## src/rtl/pc_seq_ctrl.sv

```systemverilog
// Program-counter sequencer: turns step/jump/call/return/run commands into
// registered en/load/updn/data_in strobes for an external 10-bit counter.
module pc_seq_ctrl (
    input  logic       clk50m,
    input  logic       rst_n,
    input  logic       cmd_valid,
    output logic       cmd_ready,
    input  logic [2:0] cmd_op,
    input  logic [9:0] cmd_arg,
    input  logic [9:0] pc,
    output logic       en,
    output logic       load,
    output logic       updn,
    output logic [9:0] data_in,
    output logic       busy,
    output logic       err
);

    typedef enum logic [1:0] {IDLE, ISSUE, RUN} state_t;
    typedef enum logic [2:0] {
        OP_NOP    = 3'b000,
        OP_STEPUP = 3'b001,
        OP_STEPDN = 3'b010,
        OP_JUMP   = 3'b011,
        OP_CALL   = 3'b100,
        OP_RET    = 3'b101,
        OP_RUNUP  = 3'b110,
        OP_RUNDN  = 3'b111
    } op_t;

    state_t     state, state_nxt;
    logic [9:0] run_cnt, cnt_nxt;
    logic [9:0] stack [4];
    logic [2:0] sp;
    logic [1:0] sp_top;
    logic       push, pop;
    logic       en_nxt, load_nxt, updn_nxt, err_nxt;
    logic [9:0] data_nxt;

    assign sp_top = sp[1:0] - 2'd1;

    always_comb begin
        state_nxt = state;
        cnt_nxt   = run_cnt;
        en_nxt    = 1'b0;
        load_nxt  = 1'b0;
        updn_nxt  = 1'b0;
        data_nxt  = data_in;
        err_nxt   = err;
        push      = 1'b0;
        pop       = 1'b0;
        case (state)
            IDLE: begin
                if (cmd_valid && cmd_ready) begin
                    case (op_t'(cmd_op))
                        OP_STEPUP: begin
                            state_nxt = ISSUE;
                            en_nxt    = 1'b1;
                        end
                        OP_STEPDN: begin
                            state_nxt = ISSUE;
                            en_nxt    = 1'b1;
                            updn_nxt  = 1'b1;
                        end
                        OP_JUMP: begin
                            state_nxt = ISSUE;
                            load_nxt  = 1'b1;
                            data_nxt  = cmd_arg;
                        end
                        OP_CALL: begin
                            state_nxt = ISSUE;
                            if (sp == 3'd4) begin
                                err_nxt = 1'b1;
                            end else begin
                                push     = 1'b1;
                                load_nxt = 1'b1;
                                data_nxt = cmd_arg;
                            end
                        end
                        OP_RET: begin
                            state_nxt = ISSUE;
                            if (sp == 3'd0) begin
                                err_nxt = 1'b1;
                            end else begin
                                pop      = 1'b1;
                                load_nxt = 1'b1;
                                data_nxt = stack[sp_top];
                            end
                        end
                        OP_RUNUP, OP_RUNDN: begin
                            // run_cnt counts the en cycles still owed after the first one
                            if (cmd_arg != '0) begin
                                state_nxt = RUN;
                                en_nxt    = 1'b1;
                                updn_nxt  = cmd_op[0];
                                cnt_nxt   = cmd_arg - 10'd1;
                            end
                        end
                        default: ;
                    endcase
                end
            end
            ISSUE: state_nxt = IDLE;
            RUN: begin
                if (run_cnt == '0) begin
                    state_nxt = IDLE;
                end else begin
                    en_nxt   = 1'b1;
                    updn_nxt = updn;
                    cnt_nxt  = run_cnt - 10'd1;
                end
            end
            default: state_nxt = IDLE;
        endcase
    end

    always_ff @(posedge clk50m or negedge rst_n) begin
        if (!rst_n) begin
            state     <= IDLE;
            run_cnt   <= '0;
            cmd_ready <= 1'b0;
            en        <= 1'b0;
            load      <= 1'b0;
            updn      <= 1'b0;
            data_in   <= '0;
            busy      <= 1'b0;
            err       <= 1'b0;
            sp        <= '0;
            for (int unsigned i = 0; i < 4; i++) stack[i] <= '0;
        end else begin
            state     <= state_nxt;
            run_cnt   <= cnt_nxt;
            cmd_ready <= (state_nxt == IDLE);
            busy      <= (state_nxt != IDLE);
            en        <= en_nxt;
            load      <= load_nxt;
            updn      <= updn_nxt;
            data_in   <= data_nxt;
            err       <= err_nxt;
            if (push) begin
                stack[sp[1:0]] <= pc + 10'd1;
                sp             <= sp + 3'd1;
            end else if (pop) begin
                sp <= sp - 3'd1;
            end
        end
    end

endmodule

```

## config.mk

```make
export PLATFORM = sky130hd
export DESIGN_NAME = pc_seq_ctrl
export DESIGN_NICKNAME = d
export VERILOG_FILES = /design/src/rtl/pc_seq_ctrl.sv
export SDC_FILE = /design/constraint.sdc
export NUM_CORES = 1
export LEC_CHECK = 0
export BUFFER_PORTS_ARGS = -buffer_cell sky130_fd_sc_hd__buf_2
export CORE_AREA = 4 4 87 89
export CTS_BUF_LIST = sky130_fd_sc_hd__clkbuf_4
export DETAILED_ROUTE_END_ITERATION = 8
export DIE_AREA = 0 0 91 93
export PLACE_DENSITY = 0.72
export SYNTH_ARGS = -nofsm -noshare
export SYNTH_HDL_FRONTEND = slang
export SYNTH_SLANG_ARGS = --single-unit
export TNS_END_PERCENT = 5
```

## constraint.sdc

```tcl
create_clock -name clk50m -period 3.1 [get_ports clk50m]
set_clock_uncertainty 0.05 [all_clocks]
set_input_delay 0.62 -clock clk50m [delete_from_list [all_inputs] [get_ports clk50m]]
set_output_delay 0.62 -clock clk50m [all_outputs]
set_load 0.02 [all_outputs]
```

# After elaboration in Yosys (flattened, before gate mapping)
# Cells that the tools add are included.
[totals]
out_inout_bits = 16
rom_bits = 0
mem_count = 0
elab_cells = 106
ram_bits = 0
register_bits = 71
input_bits = 26
latchBits = 0
[op_classes]
n_addsub = 6
div_mod_pow = 0
muxes = 45
n_reduce_logical = 18
n_bitwise = 2
multipliers = 0
order_cmp = 3
shifts = 0
eq_ne = 18
[op_table]
columns = ["cell", "count"]
rows = [
  ["2-to-1 mux 10 bit", 9],
  ["bitwise mux 40 bit", 1],
  ["one-hot mux 10 bit (3 select lines)", 1],
  ["binary-select mux 10 bit (select 2 bit)", 1],
  ["demux 10 bit (select 2 bit)", 1],
  ["one-hot mux 10 bit (2 select lines)", 1],
  ["subtractor 10 x 1 -> 10 bit (second input constant)", 2],
  ["2-to-1 mux 1 bit", 18],
  ["inequality test 2 bit (second input constant)", 8],
  ["equality test 3 bit (second input constant)", 5],
  ["AND reduction 5 bit", 3],
  ["adder 10 x 1 -> 10 bit (second input constant)", 1],
  ["logical NOT 10 bit", 1],
  ["one-hot mux 1 bit (2 select lines)", 5],
  ["nonzero test 10 bit", 1],
  ["one-hot mux 2 bit (2 select lines)", 2],
  ["nonzero test 2 bit", 4],
  ["equality test 3 x 2 -> 1 bit (second input constant)", 2],
  [">= comparator 3 bit (second input constant)", 2],
  ["2-to-1 mux 2 bit", 3],
  ["2-to-1 mux 3 bit", 2],
  ["inverter 2 -> 3 bit", 2],
  ["OR reduction 5 bit", 1],
  ["logical NOT 2 bit", 2],
  ["other kinds (12)", 14],
]

# Longest topological paths before layout
[logic_depth]
ltp_word = 7
mapped_depth = 9
ltp_nobuf = 8

# Worst setup path before layout
# OpenSTA, ideal clock, no wires.
[synth_path]
kind = "flip-flop to flip-flop"
startpoint = "register sp[0]"
endpoint = "register sp[2]"
setup_ns = 0.096
path_slack_ns = 0.347
period_less_slack_ns = 2.753
stages_incl_launch_ff = 10
arrival_ns = 2.608
t_required_ns = 2.954
path_buffers = 1
path_cell_list = "dfrtp_1 -> buf_1 -> inv_1 -> ha_1 -> a211oi_2 -> inv_1 -> fa_1 -> o21ai_0 -> o21ai_0 -> o31ai_1"
[synth_via]
elab_chain_cells = 6
word_cells_on_any_way = 15
classes_between = "2 x add/sub; 1 x eq/ne; 10 x mux; 2 x reduce/logical"
[synth_rtl]
columns = ["element", "line_no", "rtl"]
rows = [
  ["start, declared", "34", "logic [2:0] sp;"],
  ["start signal, assigned", "142", "sp <= sp + 3'd1;"],
  ["start signal, assigned", "144", "sp <= sp - 3'd1;"],
  ["equality test 3 bit / logical NOT 3 bit (equally long branches)", "72, 82", ""],
  ["2-to-1 mux 1 bit (on tied branches)", "72, 82", ""],
  ["2-to-1 mux 1 bit", "55", "case (op_t'(cmd_op))"],
  ["2-to-1 mux 1 bit", "54", "if (cmd_valid && cmd_ready) begin"],
  ["2-to-1 mux 1 bit", "52", "case (state)"],
  ["2-to-1 mux 3 bit / nonzero test 2 bit (equally long branches)", "--", ""],
]
# Parallel ways exist; a longest one is shown, timed or not. The select of a mux whose other input is x is not followed.
# A chain may end at the register's enable or synchronous reset.

# Final worst setup path
[layout_path]
startpoint = "register state[1]"
endpoint = "register run_cnt[8]"
[layout_via]
elab_chain_cells = 3
word_cells_on_any_way = 9
classes_between = "5 x eq/ne; 1 x mux; 3 x reduce/logical"
[layout_rtl]
columns = ["element", "line_no", "rtl"]
rows = [
  ["start, declared", "31", "state_t state, state_nxt;"],
  ["start signal, assigned", "131", "state <= state_nxt;"],
  ["equality test 2 bit / logical NOT 2 bit (equally long branches)", "52", ""],
  ["inequality test 2 bit (no line) (tied with other cells)", "--", ""],
  ["AND reduction 5 bit (no line)", "--", ""],
  ["end signal, assigned", "132", "run_cnt <= cnt_nxt;"],
  ["end, declared", "32", "logic [9:0] run_cnt, cnt_nxt;"],
]
# Parallel ways exist; a longest one is shown, timed or not.

==> out/results.txt <==
outcome -> finished, final reports clean
Initial Utilization -> 0.551
top cells by instance count after synthesis -> 71 x dfrtp_1, 44 x nand2_1, 37 x a21oi_1
Residual DRC -> 0
synth unique cells -> 54
Hold-fix buffers, CTS -> 0
cell taking the most area after synthesis -> dfrtp_1
sequential share of the synthesized area -> 0.477
Clock Root Buffer -> clkbuf_4
largest net degree at the start of global routing -> 43
CTS-repair resized insts -> 0
vias in the first global route -> 2914
Final Hold Viols -> 0
max-slew violations -> 0
worst rel slew slack -> 0.545
routability cong. -> 0.881
TritonRoute pass-1 iters -> 4
number of I/O pins -> 42
Crit path arrival time -> 2.90 ns
global route overflow -> 0
share of the synthesized area in the top cell type -> 0.477
highest metal used -> met4
area of the mapped netlist -> 0.00372 mm^2
CTS max path bufs -> 2
Area Overhead vs Synth -> 11.5%
total die area -> 0.00846 mm^2
Metal-1 WL -> 3.66 mm
clock sinks -> 71
Worst Setup Start Kind -> register
TritonCTS clock tree -> yes
#FFs+latches synth -> 71
Total GRT Usage -> 0.207
Syn Area/Cell -> 10.2 um^2
iteration-0 DRC count of the detailed router -> 131
VDD IR max -> 0.376 mV
flop-to-flop setup slack -> 0.48 ns
Tcrit/Tclk final -> 0.847
endpoint type of the worst setup path -> register
I/O Buffers -> 41
reg2reg start -> state[1]$_DFF_PN0_
dpl hpwl -> 5.99 mm
setup_tns -> 0 ns
Synth Instances -> 365
Via density -> 5.91
CP Cell Sequence -> nor2b_1 > mux2i_1 > ha_1 > o211ai_1 > nand4b_1 > nor2_1 > o22ai_1 > a211oi_2
fin util -> 0.614
Clk Latency, worst-skew pair -> 0.42 ns
met3 wire len -> 397 um
Final nets -> 442
CTS clock-pin slew for the worst setup and hold paths -> 0.12 ns
worst hold-check path type -> in2async
Final ANT Viol Nets -> 0
fmax -> 381 MHz
main flop type after synthesis -> dfrtp_1
critical path type -> reg2reg
row count -> 30
# diodes -> 0
FFs w/ async S/R, synth -> 1.00
final wirelength -> 8.26 mm
Slowest-stage cell, CP -> dfrtp_1
met2 wire length -> 4.04 mm
largest cells by area after synthesis -> dfrtp_1 48%, mux4_2 6.1%, a21oi_1 5.0%
vias -> 2908
CTS HTree Levels -> 3
Critical Path RT -> 3.38 ns
pwr dens -> 883 mW/mm^2
Syn Nets -> 398
Ys Warns -> 0
first-pass GRT wire length -> 13.9 mm
worst slew pin tran -> 0.682 ns
most frequent cell after synthesis -> dfrtp_1
Post-CTS Setup Bufs -> 0
antenna violations before repair -> 0
unrepaired setup endpoints after global routing -> no
reg-to-reg critical path endpoint -> run_cnt[8]$_DFFE_PN0P_
Post-synth EDFFs -> 0
total CTS buffers -> 9
Final min period -> 2.62 ns
Setup violations, final -> 0
r2r worst-path depth -> 8
total core area -> 0.00676 mm^2
Leakage -> 0.00190 uW
drt wl/cell -> 16.8 um
Die X -> 91 um
final std cells w/o fill -> 492
Die Y -> 93 um
critical path's largest stage delay -> 0.44 ns
dpl cells -> 478
max-cap viol count -> 0
worst-path maximum fanout -> 6
layout cells sized above 1 -> 0.216
cells in the final DEF, fill, tap and decap left out, types with 6 or more instances in the layout:
master and n:
mux2_2 6, a21oi_1 37, mux4_2 10, o21ai_0 36
nand3_1 8, buf_4 8, inv_1 6, ha_1 6
nand2_1 44, mux2i_1 18, nor2_1 32, dfrtp_1 71
xor2_1 6, buf_2 41, clkbuf_4 9
routing by layer:
layer  global-route usage  vias up
met5                    0        -
met4               0.0854        0
met3               0.0354       18
met2                0.342       78
met1                0.271     1408
li1                     -     1404
registers in the layout, summed over array words and instances (netlist names):
| name | cells |
|---|---|
| busy | 1 |
| cmd_ready | 1 |
| data_in | 10 |
| en | 1 |
| err | 1 |
| load | 1 |
| run_cnt | 10 |
| sp | 3 |
| stack | 40 |
| state | 2 |
| updn | 1 |
report_power, final:
group,total (uW),switching [uW],internal [uW]
Sequential,1570,268,1300
Combinational,1540,874,666
Clock,556,324,232
logic make-up after synthesis:
group	Yosys count	share of synthesized area
AND/OR/NAND/NOR	117	0.157
AO/OA/AOI/OAI	101	0.159
buffers and inverters	24	0.0272
flip-flops	71	0.477
XOR/XNOR	11	0.0259
adder cells (fa/ha/maj)	7	0.0256
multiplexers	34	0.127
worst max-delay path: cells and delay by family, from the launching register on:
kind	cells	cell delay [ns]
AND/OR/NAND/NOR	3	0.89
AO/OA/AOI/OAI	3	0.50
multiplexers	1	0.39
adder cells (fa/ha/maj)	1	0.27
flip-flops	1	0.44
cell type report:
| type | instances | area (um^2) |
|---|---|---|
| clock buffers | 9 | 67.6 |
| fillers | 588 | 2610 |
| well taps | 80 | 100 |
| flip-flops and latches | 71 | 1780 |
| repair buffers | 50 | 285 |
| multi-input cells | 270 | 1840 |
| inverters | 7 | 26.3 |
| clock inverters | 5 | 51.3 |
through the flow:
step	setup WS (ns)	area (um^2)	hold WS, ns	power [uW]
after detailed placement	0.345	4030	0.413	3130
after global placement	0.428	4030	0.405	3060
after floorplan	0.347	3720	0.274	2660
after CTS	0.475	4150	0.186	3680
after global routing	0.307	4150	0.207	3920
final	0.475	4150	0.168	3660
worst max path at each step:
stage / endpoint / slack, ns / startpoint
after floorplan: sp[2]$_DFFE_PN0P_ / 0.35 / sp[0]$_DFFE_PN0P_
after global placement: sp[2]$_DFFE_PN0P_ / 0.43 / cmd_op[2]
after detailed placement: sp[2]$_DFFE_PN0P_ / 0.35 / cmd_op[2]
after CTS: run_cnt[8]$_DFFE_PN0P_ / 0.47 / state[1]$_DFF_PN0_
after global routing: run_cnt[8]$_DFFE_PN0P_ / 0.31 / state[1]$_DFF_PN0_
final: run_cnt[8]$_DFFE_PN0P_ / 0.48 / state[1]$_DFF_PN0_
Power figures use the tool's default switching activity.
